`config.mk`:
```
export PLATFORM = sky130hd
export DESIGN_NAME = sram_req_arbiter_flat
export DESIGN_NICKNAME = d
export VERILOG_FILES = /design/src/rtl/sram_req_arbiter_pkg.sv /design/src/rtl/sram_req_arbiter_if.sv /design/src/rtl/sram_id_fifo.sv /design/src/rtl/sram_req_arbiter.sv /design/src/flat_wrapper.sv
export SDC_FILE = /design/constraint.sdc
export NUM_CORES = 1
export LEC_CHECK = 0
export ABC_CLOCK_PERIOD_IN_PS = 4100
export BUFFER_PORTS_ARGS = -buffer_cell sky130_fd_sc_hd__buf_2
export CAP_MARGIN = 20
export CORE_AREA = 2 2 127 129
export CTS_BUF_LIST = sky130_fd_sc_hd__clkbuf_8
export DETAILED_ROUTE_END_ITERATION = 16
export DIE_AREA = 0 0 129 131
export HOLD_SLACK_MARGIN = 0.08
export SLEW_MARGIN = 5
export SYNTH_ARGS = -nofsm -noshare
export SYNTH_HDL_FRONTEND = slang
export SYNTH_SLANG_ARGS = --single-unit
```
`constraint.sdc`:
```
create_clock -name clk -period 4.1 [get_ports clk]
set_input_delay 0.615 -clock clk [delete_from_list [all_inputs] [get_ports clk]]
set_output_delay 0.615 -clock clk [all_outputs]
set_load 0.01 [all_outputs]
```
`src/rtl/sram_req_arbiter_pkg.sv`:
```
// Shared types for the IF/EXE SRAM request arbiter: source IDs, arbiter states,
// SRAM size codes and the request payload bundle.
package sram_req_arbiter_pkg;

  localparam int unsigned ADDR_W = 32;
  localparam int unsigned DATA_W = 32;
  localparam int unsigned STRB_W = 4;

  // Source IDs stored in the in-order response FIFO
  localparam logic SRC_INST = 1'b0;
  localparam logic SRC_DATA = 1'b1;

  typedef enum logic [1:0] {
    SIZE_BYTE = 2'd0,
    SIZE_HALF = 2'd1,
    SIZE_WORD = 2'd2
  } sram_size_e;

  typedef enum logic [1:0] {
    ARB_IDLE      = 2'd0,
    ARB_LOCK_INST = 2'd1,
    ARB_LOCK_DATA = 2'd2
  } arb_state_e;

  typedef struct packed {
    logic              wr;
    sram_size_e        size;
    logic [STRB_W-1:0] wstrb;
    logic [ADDR_W-1:0] addr;
    logic [DATA_W-1:0] wdata;
  } sram_req_t;

  // Lock state that holds a granted-but-unaccepted source on the bridge
  function automatic arb_state_e lock_state(input logic src);
    return (src == SRC_DATA) ? ARB_LOCK_DATA : ARB_LOCK_INST;
  endfunction

endpackage

```
`src/rtl/sram_req_arbiter_if.sv`:
```
// Bundle of the IF-port, EXE-port and bridge-port SRAM handshakes around the arbiter.
interface sram_req_arbiter_if;
  import sram_req_arbiter_pkg::*;

  logic              inst_req;
  logic              inst_wr;
  logic [1:0]        inst_size;
  logic [STRB_W-1:0] inst_wstrb;
  logic [ADDR_W-1:0] inst_addr;
  logic [DATA_W-1:0] inst_wdata;
  logic              inst_addr_ok;
  logic              inst_data_ok;
  logic [DATA_W-1:0] inst_rdata;

  logic              data_req;
  logic              data_wr;
  logic [1:0]        data_size;
  logic [STRB_W-1:0] data_wstrb;
  logic [ADDR_W-1:0] data_addr;
  logic [DATA_W-1:0] data_wdata;
  logic              data_addr_ok;
  logic              data_data_ok;
  logic [DATA_W-1:0] data_rdata;

  logic              m_req;
  logic              m_wr;
  logic [1:0]        m_size;
  logic [STRB_W-1:0] m_wstrb;
  logic [ADDR_W-1:0] m_addr;
  logic [DATA_W-1:0] m_wdata;
  logic              m_addr_ok;
  logic              m_data_ok;
  logic [DATA_W-1:0] m_rdata;

  // slave: the arbiter's view; master: requesters plus bridge around it
  modport slave (
    input  inst_req, inst_wr, inst_size, inst_wstrb, inst_addr, inst_wdata,
    output inst_addr_ok, inst_data_ok, inst_rdata,
    input  data_req, data_wr, data_size, data_wstrb, data_addr, data_wdata,
    output data_addr_ok, data_data_ok, data_rdata,
    output m_req, m_wr, m_size, m_wstrb, m_addr, m_wdata,
    input  m_addr_ok, m_data_ok, m_rdata
  );

  modport master (
    output inst_req, inst_wr, inst_size, inst_wstrb, inst_addr, inst_wdata,
    input  inst_addr_ok, inst_data_ok, inst_rdata,
    output data_req, data_wr, data_size, data_wstrb, data_addr, data_wdata,
    input  data_addr_ok, data_data_ok, data_rdata,
    input  m_req, m_wr, m_size, m_wstrb, m_addr, m_wdata,
    output m_addr_ok, m_data_ok, m_rdata
  );

endinterface

```
`src/rtl/sram_id_fifo.sv`:
```
// In-order 1-bit source-ID FIFO; head is combinational, push+pop in one cycle
// is allowed even when full.
module sram_id_fifo #(
  parameter int unsigned DEPTH = 4
) (
  input  logic                   clk,
  input  logic                   resetn,
  input  logic                   push,
  input  logic                   push_id,
  input  logic                   pop,
  output logic                   head_id,
  output logic                   full,
  output logic                   empty,
  output logic [$clog2(DEPTH):0] count
);

  localparam int unsigned PTR_W = $clog2(DEPTH);
  localparam int unsigned CNT_W = PTR_W + 1;

  logic [DEPTH-1:0] id_mem;
  logic [PTR_W-1:0] wr_ptr;
  logic [PTR_W-1:0] rd_ptr;
  logic [CNT_W-1:0] cnt;
  logic             do_push;
  logic             do_pop;

  assign empty   = (cnt == '0);
  assign full    = (cnt == CNT_W'(DEPTH));
  assign do_pop  = pop & ~empty;
  assign do_push = push & (~full | do_pop);
  assign head_id = id_mem[rd_ptr];
  assign count   = cnt;

  // Pointers wrap naturally at DEPTH (power of two); count tracks occupancy
  always_ff @(posedge clk) begin
    if (!resetn) begin
      id_mem <= '0;
      wr_ptr <= '0;
      rd_ptr <= '0;
      cnt    <= '0;
    end else begin
      if (do_push) begin
        id_mem[wr_ptr] <= push_id;
        wr_ptr         <= wr_ptr + PTR_W'(1);
      end
      if (do_pop) begin
        rd_ptr <= rd_ptr + PTR_W'(1);
      end
      cnt <= cnt + CNT_W'(do_push) - CNT_W'(do_pop);
    end
  end

endmodule

```
`src/rtl/sram_req_arbiter.sv`:
```
// Shares one SRAM-handshake bridge port between IF and EXE: data-first priority
// with anti-starvation, grant lock until accept, in-order response routing.
module sram_req_arbiter
  import sram_req_arbiter_pkg::*;
#(
  parameter int unsigned OUTSTANDING  = 4,
  parameter int unsigned STARVE_LIMIT = 8
) (
  input  logic                         clk,
  input  logic                         resetn,
  sram_req_arbiter_if.slave            bus,
  output logic                         busy,
  output logic [$clog2(OUTSTANDING):0] outstanding
);

  localparam int unsigned CNT_W    = $clog2(OUTSTANDING) + 1;
  localparam int unsigned STARVE_W = $clog2(STARVE_LIMIT + 1);

  arb_state_e          state;
  logic [STARVE_W-1:0] starve_cnt;

  logic             grant_vld;
  logic             grant_src;
  logic             m_req_c;
  logic             accept_c;
  logic             pop_c;
  sram_req_t        inst_pl;
  sram_req_t        data_pl;
  sram_req_t        m_pl;

  logic             fifo_full;
  logic             fifo_empty;
  logic             head_id;
  logic [CNT_W-1:0] fifo_count;

  assign inst_pl = '{wr: bus.inst_wr, size: sram_size_e'(bus.inst_size),
                     wstrb: bus.inst_wstrb, addr: bus.inst_addr, wdata: bus.inst_wdata};
  assign data_pl = '{wr: bus.data_wr, size: sram_size_e'(bus.data_size),
                     wstrb: bus.data_wstrb, addr: bus.data_addr, wdata: bus.data_wdata};

  // Grant selection; nothing is granted while reset is asserted
  always_comb begin
    grant_vld = 1'b0;
    grant_src = SRC_INST;
    if (resetn) begin
      unique case (state)
        ARB_LOCK_INST: begin
          grant_vld = 1'b1;
          grant_src = SRC_INST;
        end
        ARB_LOCK_DATA: begin
          grant_vld = 1'b1;
          grant_src = SRC_DATA;
        end
        default: begin
          if (!fifo_full) begin
            if (bus.inst_req && (starve_cnt == STARVE_W'(STARVE_LIMIT))) begin
              grant_vld = 1'b1;
              grant_src = SRC_INST;
            end else if (bus.data_req) begin
              grant_vld = 1'b1;
              grant_src = SRC_DATA;
            end else if (bus.inst_req) begin
              grant_vld = 1'b1;
              grant_src = SRC_INST;
            end
          end
        end
      endcase
    end
  end

  // Request-path mux; payload reads as zero when nobody is granted
  always_comb begin
    m_req_c = 1'b0;
    m_pl    = '0;
    if (grant_vld) begin
      if (grant_src == SRC_DATA) begin
        m_req_c = bus.data_req;
        m_pl    = data_pl;
      end else begin
        m_req_c = bus.inst_req;
        m_pl    = inst_pl;
      end
    end
  end

  assign accept_c = m_req_c & bus.m_addr_ok;
  assign pop_c    = resetn & bus.m_data_ok & ~fifo_empty;

  assign bus.m_req   = m_req_c;
  assign bus.m_wr    = m_pl.wr;
  assign bus.m_size  = 2'(m_pl.size);
  assign bus.m_wstrb = m_pl.wstrb;
  assign bus.m_addr  = m_pl.addr;
  assign bus.m_wdata = m_pl.wdata;

  assign bus.inst_addr_ok = bus.m_addr_ok & grant_vld & (grant_src == SRC_INST);
  assign bus.data_addr_ok = bus.m_addr_ok & grant_vld & (grant_src == SRC_DATA);

  // Responses go to the head-of-FIFO requester; rdata fans out to both
  assign bus.inst_data_ok = pop_c & (head_id == SRC_INST);
  assign bus.data_data_ok = pop_c & (head_id == SRC_DATA);
  assign bus.inst_rdata   = bus.m_rdata;
  assign bus.data_rdata   = bus.m_rdata;

  sram_id_fifo #(
    .DEPTH (OUTSTANDING)
  ) u_id_fifo (
    .clk     (clk),
    .resetn  (resetn),
    .push    (accept_c),
    .push_id (grant_src),
    .pop     (pop_c),
    .head_id (head_id),
    .full    (fifo_full),
    .empty   (fifo_empty),
    .count   (fifo_count)
  );

  assign outstanding = fifo_count;
  assign busy        = (fifo_count != '0);

  // Lock holds an unaccepted grant; starve_cnt counts data wins over a waiting inst
  always_ff @(posedge clk) begin
    if (!resetn) begin
      state      <= ARB_IDLE;
      starve_cnt <= '0;
    end else begin
      unique case (state)
        ARB_IDLE: begin
          if (grant_vld && !bus.m_addr_ok) begin
            state <= lock_state(grant_src);
          end
        end
        default: begin
          if (bus.m_addr_ok) begin
            state <= ARB_IDLE;
          end
        end
      endcase

      if (!bus.inst_req || (accept_c && (grant_src == SRC_INST))) begin
        starve_cnt <= '0;
      end else if (accept_c && (grant_src == SRC_DATA) &&
                   (starve_cnt != STARVE_W'(STARVE_LIMIT))) begin
        starve_cnt <= starve_cnt + STARVE_W'(1);
      end
    end
  end

endmodule

```
`src/flat_wrapper.sv`:
```
// flat-port wrapper written by rule: the top's interface ports become plain ports
module sram_req_arbiter_flat import sram_req_arbiter_pkg::*;
#(
  parameter int unsigned OUTSTANDING  = 4,
  parameter int unsigned STARVE_LIMIT = 8
)
  (clk, resetn, busy, outstanding, bus_inst_req, bus_inst_wr, bus_inst_size, bus_inst_wstrb, bus_inst_addr, bus_inst_wdata, bus_inst_addr_ok, bus_inst_data_ok, bus_inst_rdata, bus_data_req, bus_data_wr, bus_data_size, bus_data_wstrb, bus_data_addr, bus_data_wdata, bus_data_addr_ok, bus_data_data_ok, bus_data_rdata, bus_m_req, bus_m_wr, bus_m_size, bus_m_wstrb, bus_m_addr, bus_m_wdata, bus_m_addr_ok, bus_m_data_ok, bus_m_rdata);
  sram_req_arbiter_if bus_i ();
  input  logic clk;
  input  logic resetn;
  output logic busy;
  output logic [$clog2(OUTSTANDING):0] outstanding;
  input wire logic [$bits(bus_i.inst_req)-1:0] bus_inst_req;
  input wire logic [$bits(bus_i.inst_wr)-1:0] bus_inst_wr;
  input wire logic [$bits(bus_i.inst_size)-1:0] bus_inst_size;
  input wire logic [$bits(bus_i.inst_wstrb)-1:0] bus_inst_wstrb;
  input wire logic [$bits(bus_i.inst_addr)-1:0] bus_inst_addr;
  input wire logic [$bits(bus_i.inst_wdata)-1:0] bus_inst_wdata;
  output wire logic [$bits(bus_i.inst_addr_ok)-1:0] bus_inst_addr_ok;
  output wire logic [$bits(bus_i.inst_data_ok)-1:0] bus_inst_data_ok;
  output wire logic [$bits(bus_i.inst_rdata)-1:0] bus_inst_rdata;
  input wire logic [$bits(bus_i.data_req)-1:0] bus_data_req;
  input wire logic [$bits(bus_i.data_wr)-1:0] bus_data_wr;
  input wire logic [$bits(bus_i.data_size)-1:0] bus_data_size;
  input wire logic [$bits(bus_i.data_wstrb)-1:0] bus_data_wstrb;
  input wire logic [$bits(bus_i.data_addr)-1:0] bus_data_addr;
  input wire logic [$bits(bus_i.data_wdata)-1:0] bus_data_wdata;
  output wire logic [$bits(bus_i.data_addr_ok)-1:0] bus_data_addr_ok;
  output wire logic [$bits(bus_i.data_data_ok)-1:0] bus_data_data_ok;
  output wire logic [$bits(bus_i.data_rdata)-1:0] bus_data_rdata;
  output wire logic [$bits(bus_i.m_req)-1:0] bus_m_req;
  output wire logic [$bits(bus_i.m_wr)-1:0] bus_m_wr;
  output wire logic [$bits(bus_i.m_size)-1:0] bus_m_size;
  output wire logic [$bits(bus_i.m_wstrb)-1:0] bus_m_wstrb;
  output wire logic [$bits(bus_i.m_addr)-1:0] bus_m_addr;
  output wire logic [$bits(bus_i.m_wdata)-1:0] bus_m_wdata;
  input wire logic [$bits(bus_i.m_addr_ok)-1:0] bus_m_addr_ok;
  input wire logic [$bits(bus_i.m_data_ok)-1:0] bus_m_data_ok;
  input wire logic [$bits(bus_i.m_rdata)-1:0] bus_m_rdata;
  assign bus_i.inst_req = bus_inst_req;
  assign bus_i.inst_wr = bus_inst_wr;
  assign bus_i.inst_size = bus_inst_size;
  assign bus_i.inst_wstrb = bus_inst_wstrb;
  assign bus_i.inst_addr = bus_inst_addr;
  assign bus_i.inst_wdata = bus_inst_wdata;
  assign bus_inst_addr_ok = bus_i.inst_addr_ok;
  assign bus_inst_data_ok = bus_i.inst_data_ok;
  assign bus_inst_rdata = bus_i.inst_rdata;
  assign bus_i.data_req = bus_data_req;
  assign bus_i.data_wr = bus_data_wr;
  assign bus_i.data_size = bus_data_size;
  assign bus_i.data_wstrb = bus_data_wstrb;
  assign bus_i.data_addr = bus_data_addr;
  assign bus_i.data_wdata = bus_data_wdata;
  assign bus_data_addr_ok = bus_i.data_addr_ok;
  assign bus_data_data_ok = bus_i.data_data_ok;
  assign bus_data_rdata = bus_i.data_rdata;
  assign bus_m_req = bus_i.m_req;
  assign bus_m_wr = bus_i.m_wr;
  assign bus_m_size = bus_i.m_size;
  assign bus_m_wstrb = bus_i.m_wstrb;
  assign bus_m_addr = bus_i.m_addr;
  assign bus_m_wdata = bus_i.m_wdata;
  assign bus_i.m_addr_ok = bus_m_addr_ok;
  assign bus_i.m_data_ok = bus_m_data_ok;
  assign bus_i.m_rdata = bus_m_rdata;
  sram_req_arbiter #(.OUTSTANDING(OUTSTANDING), .STARVE_LIMIT(STARVE_LIMIT)) u_core (.clk(clk), .resetn(resetn), .bus(bus_i), .busy(busy), .outstanding(outstanding));
endmodule
```
* Yosys cells after proc, flatten, opt, wreduce, memory -nomap -nowiden
Index checks and enable logic that the tools add are counted.
** Word-level totals
- Register bits :: 17
- Input bits :: 180
- Output and inout bits :: 144
- Word-level logic and storage cells :: 76
** Operators by class
- Add/subtract/negate cells :: 5
- Magnitude comparators :: 3
- Equality and inequality tests :: 6
- Muxes and demuxes :: 24
- Bitwise gates (word level) :: 16
- Reductions and logical operators :: 16
** Operator list (number)
- $mux 71 :: 2
- $mux 1 :: 14
- $and 1x1->1 :: 10
- $mux 2 :: 4
- $logic_and 1x1->1 :: 6
- $lt 2x3->1 const B :: 2
- $not 1->1 :: 5
- $add 2x1->2 const B :: 2
- $add 4x1->4 const B :: 1
- $bwmux 4 :: 1
- $eq 4x4->1 const B :: 1
- $ne 4x4->1 const B :: 1
- $reduce_or 2->1 :: 2
- $add 3x1->3 :: 1
- $eq 3x3->1 const B :: 1
- $logic_not 3->1 :: 1
- $reduce_bool 3->1 :: 1
- $sub 3x1->3 :: 1
- $bmux 1 s2 :: 1
- $demux 1 s2 :: 1
- $eq 2x1->1 const B :: 1
- $eq 2x2->1 const B :: 1
- $ge 2x1->1 const B :: 1
- $logic_not 1->1 :: 2
- 7 further kinds :: 7

* Logic depth before layout (Yosys ltp)
Gate-level depths: netlist of run 1.
- Depth in word-level cells :: 12
- Mapped depth :: 12
- Mapped depth without buffers :: 12

* Cells and area by module
From an unflattened synthesis of run 1, not the netlist that was laid out.
** Unflattened totals
- Cells, all modules :: 426
- Area total of the unflattened synthesis :: 2661.3 sq um
** Modules (own cells, without submodules)
- sram_req_arbiter :: instances 1, cells an instance 365, area each 2052.0 sq um, seq. area each 120.1 sq um
- sram_id_fifo :: instances 1, cells an instance 61, area each 609.3 sq um, seq. area each 220.2 sq um

* Worst setup path after synthesis of run 1
Ideal clock, no wire load.
- Path kind :: register to register
- From :: register u_core.u_id_fifo.cnt[2] (netlist: u_core.u_id_fifo.count[2])
- To :: register u_core.u_id_fifo.cnt[2] (netlist: u_core.u_id_fifo.count[2])
- Library setup time :: 0.128 ns
- Data arrival time :: 2.575 ns
- Data required time :: 3.972 ns
- Slack :: 1.397 ns
- Stages on the path, launching flop included :: 11
- Buffers on the path :: 0
- Period minus slack after synthesis :: 2.703 ns
- Cells stage by stage :: dfxtp_1 or3b_4 a41oi_4 nor4b_4 nor2_2 ha_1 inv_1 ha_1 fa_1 xnor2_1 nor2_1
** On the way
- Word-level cells in the longest chain between the ends :: 10
- Elaborated cells between the ends (all ways) :: 19
- Classes of those cells :: add/sub: 2; eq/ne: 1; mux: 8; bitwise: 7; reduce/logical: 1
** Ends and longest elaborated chain
- start, declared :: RTL line sram_id_fifo.sv:23 : logic [CNT_W-1:0] cnt;
- start signal, assigned :: RTL line sram_id_fifo.sv:49 : cnt <= cnt + CNT_W'(do_push) - CNT_W'(do_pop);
- $eq 3x3->1 :: RTL line sram_id_fifo.sv:28 : assign full = (cnt == CNT_W'(DEPTH));
- $mux 1 :: RTL line sram_req_arbiter.sv:56 : if (!fifo_full) begin
- $pmux 1 s2 :: RTL line sram_req_arbiter.sv:46 : unique case (state)
- $mux 1 :: RTL line sram_req_arbiter.sv:45 : if (resetn) begin
- $mux 1 :: RTL line sram_req_arbiter.sv:78 : if (grant_src == SRC_DATA) begin
- $mux 1 :: RTL line sram_req_arbiter.sv:77 : if (grant_vld) begin
- $and 1x1->1 :: RTL line sram_req_arbiter.sv:88 : assign accept_c = m_req_c & bus.m_addr_ok;
- $and 1x1->1 :: RTL line sram_id_fifo.sv:30 : assign do_push = push & (~full | do_pop);
- $add 3x1->3 :: RTL line sram_id_fifo.sv:49
- $sub 3x1->3 (*) :: RTL line sram_id_fifo.sv:49
Mark *: on every way between the ends. The rest lies on a longest branch, timed or not.
A chain may end at the register's enable or synchronous reset.

* Worst setup path in the final report of run 1
- From :: register u_core.state[1]
- To :: output port bus_m_wdata[28]
** On the way
- Word-level cells in the longest chain between the ends :: 5
- Elaborated cells between the ends (all ways) :: 9
- Classes of those cells :: eq/ne: 2; mux: 6; reduce/logical: 1
** Ends and longest elaborated chain
- start, declared :: RTL line sram_req_arbiter.sv:19 : arb_state_e state;
- start signal, assigned :: RTL line sram_req_arbiter.sv:133 : state <= lock_state(grant_src);
- $eq 2x2->1 or $eq 2x1->1 (tied branches) :: RTL line sram_req_arbiter.sv:46
- $pmux 1 s2 or $reduce_or 2->1 (tied branches)
- $mux 1 (on tied branches) :: RTL line sram_req_arbiter.sv:45, sram_req_arbiter.sv:46
- $mux 71 or $mux 1 (tied branches) :: RTL line sram_req_arbiter.sv:78, sram_req_arbiter.sv:45
- $mux 71 (*) :: RTL line sram_req_arbiter.sv:77
- end, declared :: RTL line flat_wrapper.sv:36 : output wire logic [$bits(bus_i.m_wdata)-1:0] bus_m_wdata;
Marks and branches as above.

==> results.json, run 1 <==
{
  "max_freq_mhz": 295.2,
  "hp-class": "flip-flop to flip-flop",
  "worstSkewPairLatency_ns": 0.26,
  "syn-num-nets": 610,
  "syn-cell-area_um2": 2552,
  "synth_edf_count": 0,
  "final.period_utilization": 0.8263,
  "timing.hold.ws_ns": 0.5267,
  "p_total_mw": 1.283,
  "synth_warnings": 0,
  "status": "completed",
  "cp_max_fo": 32,
  "dp_cells": 777,
  "p_int_mw": 0.6286,
  "p_comb_frac": 0.726,
  "ys_ff_latch": 17,
  "cts.sinks": 17,
  "p_sw_frac": 0.5102,
  "grt-ovfl-total": 0,
  "hold_viol": 0,
  "vias_per_cell": 4.010,
  "synth_cells": 419,
  "drt-total-wl_um": 11270,
  "cts_setup_buffers": 0,
  "final_cell_area_um2": 3471,
  "rsz0062_at_grt": "no",
  "gr-usage-all-layers": 0.1164,
  "synth_flop_cell": "dfxtp_1",
  "post-synth-top-area-cell": "nand2_1",
  "tns_ns": 0,
  "drtIter0Drc": 134,
  "cp-end-kind": "output pin",
  "grt_max_degree": 53,
  "async_flop_share": 0,
  "synth_most_common_cell": "nand2_1",
  "gp_congestion": 0.7792,
  "drv_slew": 0,
  "cts_buffer_depth": 2,
  "die_area_um2": 16900,
  "vdd_drop_max_v": 0.0001208,
  "ctsResizeCount": 0,
  "setup_viol": 0,
  "avgSynthCellArea_um2": 6.092,
  "nFillCells": 1828,
  "yosysTopAreaCellShare": 0.2191,
  "diodes": 0,
  "die_y_um": 131,
  "p_per_area_nw_per_um2": 369.7,
  "cts-hold-fix-buffers": 0,
  "clkTransAtPathRegs_ns": 0.07,
  "htreeDepth": 1,
  "ant_nets": 0,
  "wire_per_inst_um": 14.43,
  "crit_type": "flip-flop to output pin",
  "firstDrtPassIters": 4,
  "syn_to_final_growth_pct": 35.98,
  "root_buffer": "clkbuf_8",
  "maxCapViolations": 0,
  "pwr-share-clk": 0.100,
  "max-slew-margin-rel": 0.6734,
  "synth_common_cells": "nand2_1, a21oi_1, buf_4",
  "cts_tree": "yes",
  "p_leak_nw": 1.858,
  "ys_seq_area_frac": 0.1333,
  "port_buffers": 227,
  "p_switching_mw": 0.6547,
  "finalClockSkew_ns": 0.002500,
  "hpwl_um": 9476,
  "antenna_found_initial": 0,
  "start_util": 0.1636,
  "cts_buffers": 3,
  "stdcell_count": 781,
  "io_pins": 324,
  "crit_required_ns": 3.48,
  "synth.area.top_cells": "nand2_1, buf_4, a21oi_1, dfxtp_1, ha_1",
  "nets": 757,
  "dr_total_vias": 3132,
  "tightest_slew_ns": 0.4899,
  "placed_area_um2": 3426,
  "layout_min_cycle_time_ns": 3.388,
  "die_w_um": 129,
  "arrival_ns": 2.77,
  "drive_gt1_frac": 0.4319,
  "grt_pass1_vias": 2690,
  "placement_rows": 46,
  "core_area_um2": 15600,
  "drc": 0,
  "grt_pass1_wl_um": 15170,
  "p_seq_frac": 0.174,
  "ys_types": 34,
  "start_kind": "flip-flop"
}
through the flow:
stage	util	setup slack, ns
after floorplan	-	1.397
after global placement	0.2196	0.7688
after detailed placement	0.2196	0.7918
after CTS	0.2225	0.6017
after global routing	0.2225	0.4627
final	0.2225	0.7123
registers in the layout, summed over array words and instances (netlist names):
signal and cells:
u_core.u_id_fifo.wr_ptr 2, u_core.u_id_fifo.count 3, u_core.u_id_fifo.id_mem 4, u_core.starve_cnt 4, u_core.u_id_fifo.rd_ptr 2, u_core.state 2
routing by layer:
| layer | routed length, um | vias to the layer above | share of wire | GRT usage |
|---|---|---|---|---|
| met1 | 4965 | 1342 | 0.44 | 0.1611 |
| li1 | - | 1589 | - | - |
| met5 | 0 | - | 0 | 0 |
| met4 | 66 | 0 | 0.0059 | 0.01471 |
| met2 | 5070 | 189 | 0.45 | 0.1827 |
| met3 | 1170 | 12 | 0.10 | 0.03624 |
final cells by class:
| cell class | count | area [um^2] | area share |
|---|---|---|---|
| clock buffer | 3 | 41.29 | 0.01190 |
| tap | 216 | 270.3 | 0.07787 |
| clock inverter | 1 | 3.754 | 0.001081 |
| multi-input combinational | 301 | 1575 | 0.4539 |
| sequential | 17 | 340.3 | 0.09805 |
| inverter | 11 | 41.29 | 0.01190 |
| timing repair buffer | 232 | 1199 | 0.3453 |
power groups by stage:
stage               logic, mW  registers [mW]  clock network, mW
floorplan               0.651           0.225                  0
global placement        0.944           0.227                  0
detailed placement      0.948           0.228                  0
CTS                     0.951           0.224              0.131
global route             1.05           0.229              0.139
finish                  0.932           0.223              0.128
worst max-delay path, cell delays in order (launching register included):
cell and delay [ns]:
dfxtp_1 0.38, inv_1 0.06, ha_1 0.28, and2_1 0.19, a41oi_4 0.30, nand2b_2 0.50
buf_12 0.25, nand2_1 0.08, a21oi_1 0.28, buf_2 0.20
final timing paths:
kind | endpoint | slack [ns] | cells past startpoint | start
hold / removal | u_core.u_id_fifo.id_mem[0] | 0.53 | 2 | u_core.u_id_fifo.id_mem[0]
hold reg to reg | u_core.u_id_fifo.id_mem[0] | 0.53 | 2 | u_core.u_id_fifo.id_mem[0]
setup reg to reg | u_core.u_id_fifo.count[2] | 1.14 | 12 | u_core.state[1]
setup / recovery | bus_m_wdata[28] | 0.71 | 9 | u_core.state[1]
cells in the final DEF, fill, tap and decap left out, drive strengths merged, types with 4 or more instances in the layout:
cell type and instances:
a21oi 78, and2 5, inv 12, nor2 17
ha 10, a211oi 4, nand2 149, buf 232
dfxtp 17, xnor2 5
cell families after synthesis:
logic type               count (synthesis)  synth area share
AO/OA/AOI/OAI                           94            0.2059
XOR/XNOR                                 6           0.02059
adder cells (fa/ha/maj)                 11           0.05686
buffers and inverters                  101            0.2544
flip-flops                              17            0.1333
multiplexers                             4           0.02059
AND/OR/NAND/NOR                        186            0.3083
No activity file was read; power rests on OpenSTA's default activity.
==> inputs of run 2 (changes only) <==
--- a/config.mk
+++ b/config.mk
@@ -5,7 +5,7 @@
 export SDC_FILE = /design/constraint.sdc
 export NUM_CORES = 1
 export LEC_CHECK = 0
-export ABC_CLOCK_PERIOD_IN_PS = 4100
+export ABC_CLOCK_PERIOD_IN_PS = 3100
 export BUFFER_PORTS_ARGS = -buffer_cell sky130_fd_sc_hd__buf_2
 export CAP_MARGIN = 20
 export CORE_AREA = 2 2 127 129
==> constraint.sdc (replaced) <==
create_clock -name clk -period 3.1 [get_ports clk]
set_input_delay 0.465 -clock clk [delete_from_list [all_inputs] [get_ports clk]]
set_output_delay 0.465 -clock clk [all_outputs]
set_load 0.01 [all_outputs]
==> run 2 against run 1 <==
  * Clock power is 34% higher
  * Combinational power rose by 36%
  * Critical path depth did not move
  * Clock skew down 0.0011 ns
  * Global-route usage down 0.54 points
  * Die area unchanged
  * Non-clock buffer count increased by 6
  * Final area increased by 1.7%
  * Via count is 0.13% higher
  * Largest power group unchanged
==> results.json, run 2 (synthesis gave the netlist of run 1 again) <==
{
  "status": "completed",
  "max_freq_mhz": 341.7,
  "pwr-share-clk": 0.099,
  "grt-ovfl-total": 0,
  "nFillCells": 1793,
  "drtIter0Drc": 106,
  "grt_max_degree": 42,
  "tightest_slew_ns": 0.4163,
  "layout_min_cycle_time_ns": 2.927,
  "dp_cells": 782,
  "antenna_found_initial": 0,
  "die_area_um2": 16900,
  "timing.rr.start": "u_core.state[1]",
  "hp-class": "flip-flop to flip-flop",
  "p_switching_mw": 0.8879,
  "grt_pass1_wl_um": 14560,
  "htreeDepth": 1,
  "wire_per_inst_um": 13.87,
  "crit_path_max_incr_delay_ns": 0.39,
  "final_cell_mix": "buf_2, nand2_1, a21oi_1",
  "final.period_utilization": 0.9441,
  "rrSetupSlack_ns": 0.29,
  "drive_gt1_frac": 0.4413,
  "cp_max_fo": 41,
  "stdcell_count": 787,
  "worstSkewPairLatency_ns": 0.25,
  "gr-usage-all-layers": 0.1109,
  "cts_buffers": 3,
  "min_to": "u_core.u_id_fifo.id_mem[2]",
  "path_cells": "inv_1 -> ha_1 -> and2_1 -> a41oi_4 -> nand2b_4 -> buf_12 -> nand2_1 -> a21oi_1 -> buf_2",
  "finalClockSkew_ns": 0.001444,
  "tns_ns": 0,
  "worst_r2r_endpoint": "u_core.u_id_fifo.count[2]",
  "cts_tree": "yes",
  "core_area_um2": 15600,
  "p_int_mw": 0.8510,
  "rsz0062_at_grt": "no",
  "max-slew-margin-rel": 0.7212,
  "r2r_cells": 12,
  "min_path_cells": 2,
  "placement_rows": 46,
  "drt-total-wl_um": 10910,
  "grt_pass1_vias": 2579,
  "p_per_area_nw_per_um2": 492.8,
  "cp-end-kind": "output pin",
  "p_sw_frac": 0.5106,
  "layout_commonest_cell": "buf_2",
  "nets": 763,
  "die_w_um": 129,
  "cts.sinks": 17,
  "hpwl_um": 9209,
  "arrival_ns": 2.46,
  "clkTransAtPathRegs_ns": 0.07,
  "drv_slew": 0,
  "cts-hold-fix-buffers": 0,
  "seq_area_um2": 340.3,
  "multiInputGateArea_um2": 1584,
  "p_leak_nw": 1.889,
  "start_util": 0.1636,
  "dr_total_vias": 3136,
  "die_y_um": 131,
  "crit_required_ns": 2.63,
  "syn_to_final_growth_pct": 38.24,
  "cts_buffer_depth": 2,
  "hold_viol": 0,
  "start_kind": "flip-flop",
  "ant_nets": 0,
  "drc": 0,
  "vias_per_cell": 3.985,
  "crit_slowest_cell": "dfxtp_1",
  "p_seq_frac": 0.169,
  "crit_type": "flip-flop to output pin",
  "maxCapViolations": 0,
  "vdd_drop_max_v": 0.0002881,
  "io_pins": 324,
  "root_buffer": "clkbuf_8",
  "firstDrtPassIters": 4,
  "setup_viol": 0,
  "diodes": 0,
  "p_total_mw": 1.739,
  "gp_congestion": 0.7931,
  "port_buffers": 227,
  "p_comb_frac": 0.733,
  "hp-start": "u_core.u_id_fifo.id_mem[2]"
}
## run 2: cell types whose count changed in the layout (fill, tap and decap cells not counted), sizes merged
cell / change
buf: +6
clkinvlp: +1
inv: -1
## run 2: worst max path at each step
stage / start / to / slack, ns
2_1_floorplan: u_core.u_id_fifo.count[2] / u_core.u_id_fifo.count[2] / 0.40
3_3_place_gp: u_core.state[1] / u_core.u_id_fifo.count[2] / 0.31
3_5_place_dp: u_core.state[1] / u_core.u_id_fifo.count[2] / 0.30
4_1_cts: u_core.state[1] / bus_m_addr[15] / 0.15
5_1_grt: u_core.state[1] / bus_m_addr[14] / 0.03
6_report: u_core.state[1] / bus_m_addr[14] / 0.17
## run 2: layout make-up
class,count,share of cell area
well taps,216,0.07660
inverters,11,0.01170
multi-input cells,301,0.4489
flip-flops and latches,17,0.09645
repair buffers,238,0.3525
clock inverters,1,0.002128
clock buffers,3,0.01170
## run 2: power groups by stage
stage | combinational, mW | clock (mW) | sequential, mW
after floorplan | 0.861 | 0 | 0.297
after global placement | 1.28 | 0 | 0.297
after detailed placement | 1.28 | 0 | 0.297
after CTS | 1.29 | 0.178 | 0.292
after global routing | 1.44 | 0.189 | 0.300
final | 1.27 | 0.171 | 0.293
## run 2: timing repair
item	4_1_cts	5_1_grt
buffers inserted	0	1
gates resized for setup	0	2
setup endpoints to repair	0	4
## run 2: worst max-delay path: cells and delay by family, from the launching register on
kind                       cells  cell delay [ns]
AOI/OAI and AO/OA              2             0.56
buffers and inverters          3             0.44
adders and majority gates      1             0.28
DFF                            1             0.39
and+or+nand+nor                3             0.52
## run 2: routing by layer
layer,up-vias,part of all wire,track usage
met4,0,0.0033,0.007673
met5,-,0,0
met1,1331,0.43,0.1502
met2,195,0.46,0.1793
li1,1602,-,-
met3,8,0.11,0.03746
## run 2: per-stage QoR
stage	instance area [um^2]	utilization	worst slack (ns)	hold WS, ns
after global routing	3528	0.2262	0.03200	0.5513
after floorplan	2552	-	0.3969	0.4685
after detailed placement	3463	0.2220	0.2956	0.5024
after CTS	3512	0.2252	0.1470	0.5261
final	3528	0.2262	0.1734	0.5234
after global placement	3463	0.2220	0.3081	0.5100
==> inputs of run 3 (changes only) <==
--- a/config.mk
+++ b/config.mk
@@ -13,6 +13,7 @@
 export DETAILED_ROUTE_END_ITERATION = 16
 export DIE_AREA = 0 0 129 131
 export HOLD_SLACK_MARGIN = 0.08
+export MAX_ROUTING_LAYER = met4
 export SLEW_MARGIN = 5
 export SYNTH_ARGS = -nofsm -noshare
 export SYNTH_HDL_FRONTEND = slang
==> run 3 against run 2 <==
  * Worst hold slack got worse by 0.00055 ns
  * Register-to-register slack barely moved
  * Non-clock buffer count did not move
  * Cell count unchanged
  * Die area did not move
  * Via count up 0.35%
  * Highest routed layer unchanged
==> results.json, run 3 (synthesis gave the netlist of run 1 again) <==
{
  "status": "completed",
  "rsz0062_at_grt": "no",
  "final.period_utilization": 0.9410,
  "diodes": 0,
  "grt_pass1_wl_um": 14590,
  "pre_cts_ws_ns": 0.2956,
  "layout_min_cycle_time_ns": 2.917,
  "setup_viol": 0,
  "arrival_ns": 2.45,
  "multiInputGateArea_um2": 1584,
  "cts_buffers": 3,
  "worstSkewPairLatency_ns": 0.25,
  "p_total_mw": 1.740,
  "syn_to_final_growth_pct": 38.24,
  "layout_commonest_cell": "buf_2",
  "vias_per_cell": 3.999,
  "crit_type": "flip-flop to output pin",
  "gr-usage-all-layers": 0.1143,
  "vdd_drop_max_v": 0.0002908,
  "cp-end-kind": "output pin",
  "maxCapViolations": 0,
  "path_cells": "inv_1 -> ha_1 -> and2_1 -> a41oi_4 -> nand2b_4 -> buf_12 -> nand2_1 -> a21oi_1 -> buf_2",
  "met2WireLength_um": 4981,
  "clkTransAtPathRegs_ns": 0.07,
  "hp-class": "flip-flop to flip-flop",
  "cts_buffer_depth": 2,
  "cts.sinks": 17,
  "drtIter0Drc": 126,
  "firstDrtPassIters": 4,
  "max_freq_mhz": 342.8,
  "nets": 763,
  "die_area_um2": 16900,
  "grt_max_degree": 42,
  "drc": 0,
  "hold_viol": 0,
  "antenna_found_initial": 0,
  "seq_area_um2": 340.3,
  "drive_gt1_frac": 0.4413,
  "port_buffers": 227,
  "p_per_area_nw_per_um2": 493.0,
  "cp_max_fo": 41,
  "start_util": 0.1636,
  "crit_required_ns": 2.63,
  "dr_total_vias": 3147,
  "drt-total-wl_um": 10940,
  "critPathTopFamily": "compound AO/OA/AOI/OAI gates",
  "wire_per_inst_um": 13.91,
  "dr.max_layer_used": "met4",
  "timing.hold.ws_ns": 0.5228,
  "root_buffer": "clkbuf_8",
  "ant_nets": 0,
  "io_pins": 324,
  "setup_slack_ns": 0.1830,
  "grt_pass1_vias": 2579,
  "max-slew-margin-rel": 0.7234,
  "final_cell_mix": "buf_2, nand2_1, a21oi_1",
  "finalClockSkew_ns": 0.002175,
  "nFillCells": 1793,
  "htreeDepth": 1,
  "core_area_um2": 15600,
  "tightest_slew_ns": 0.4130,
  "met1Wirelength_um": 4756,
  "crit_path_max_incr_delay_ns": 0.38,
  "crit_slowest_cell": "dfxtp_1",
  "cts_tree": "yes",
  "start_kind": "flip-flop",
  "die_y_um": 131,
  "p_leak_nw": 1.889,
  "crit_buf_inv": 3,
  "grt-ovfl-total": 0,
  "gp_congestion": 0.8044,
  "die_w_um": 129,
  "placement_rows": 46,
  "hpwl_um": 9209,
  "cts-hold-fix-buffers": 0,
  "tns_ns": 0,
  "drv_slew": 0,
  "met3WireLength_um": 1170
}
-- run 3: final timing paths --
kind / slack (ns) / to / cells after the start / start
worst max-delay path: 0.18 / bus_m_addr[14] / 9 / u_core.state[1]
worst min-delay path: 0.52 / u_core.u_id_fifo.id_mem[2] / 2 / u_core.u_id_fifo.id_mem[2]
worst min register to register: 0.52 / u_core.u_id_fifo.id_mem[2] / 2 / u_core.u_id_fifo.id_mem[2]
worst max register to register: 0.30 / u_core.u_id_fifo.count[2] / 12 / u_core.state[1]
-- run 3: worst register-to-register path, cell delays in order (launching register included) --
cell	delay (ns)
dfxtp_1	0.38
inv_1	0.06
ha_1	0.28
and2_1	0.19
a41oi_4	0.32
nor4b_4	0.31
nor2_2	0.08
ha_1	0.28
inv_1	0.04
ha_1	0.18
fa_1	0.38
xnor2_1	0.16
nor2_1	0.05
-- run 3: layer usage --
layer / up-vias / global-route usage
li1: 1602 / -
met3: 8 / 0.03664
met1: 1348 / 0.1504
met4: 0 / 0.007673
met2: 189 / 0.1799
met5: - / -
-- run 3: through the flow --
step | std cells | util | area, um^2
finish | 787 | 0.2262 | 3528
global route | 787 | 0.2262 | 3528
CTS | 786 | 0.2252 | 3512
detailed placement | 782 | 0.2220 | 3463
global placement | 782 | 0.2220 | 3463
floorplan | 419 | - | 2552
-- run 3: where the power goes --
| part | internal [mW] | total [mW] | switching, mW |
|---|---|---|---|
| clock | 0.0903 | 0.172 | 0.0813 |
| sequential | 0.255 | 0.293 | 0.0380 |
| combinational | 0.506 | 1.28 | 0.769 |
-- run 3: area by class of cell --
type / instances / area share
clock buffer: 3 / 0.01170
clock inverter: 1 / 0.002128
timing repair buffer: 238 / 0.3525
inverter: 11 / 0.01170
tap: 216 / 0.07660
sequential: 17 / 0.09645
multi-input combinational: 301 / 0.4489
-- run 3: timing repair --
item	4_1_cts	5_1_grt
endpoints found under the setup margin	0	4
buffers inserted	0	1
resized for setup	0	2
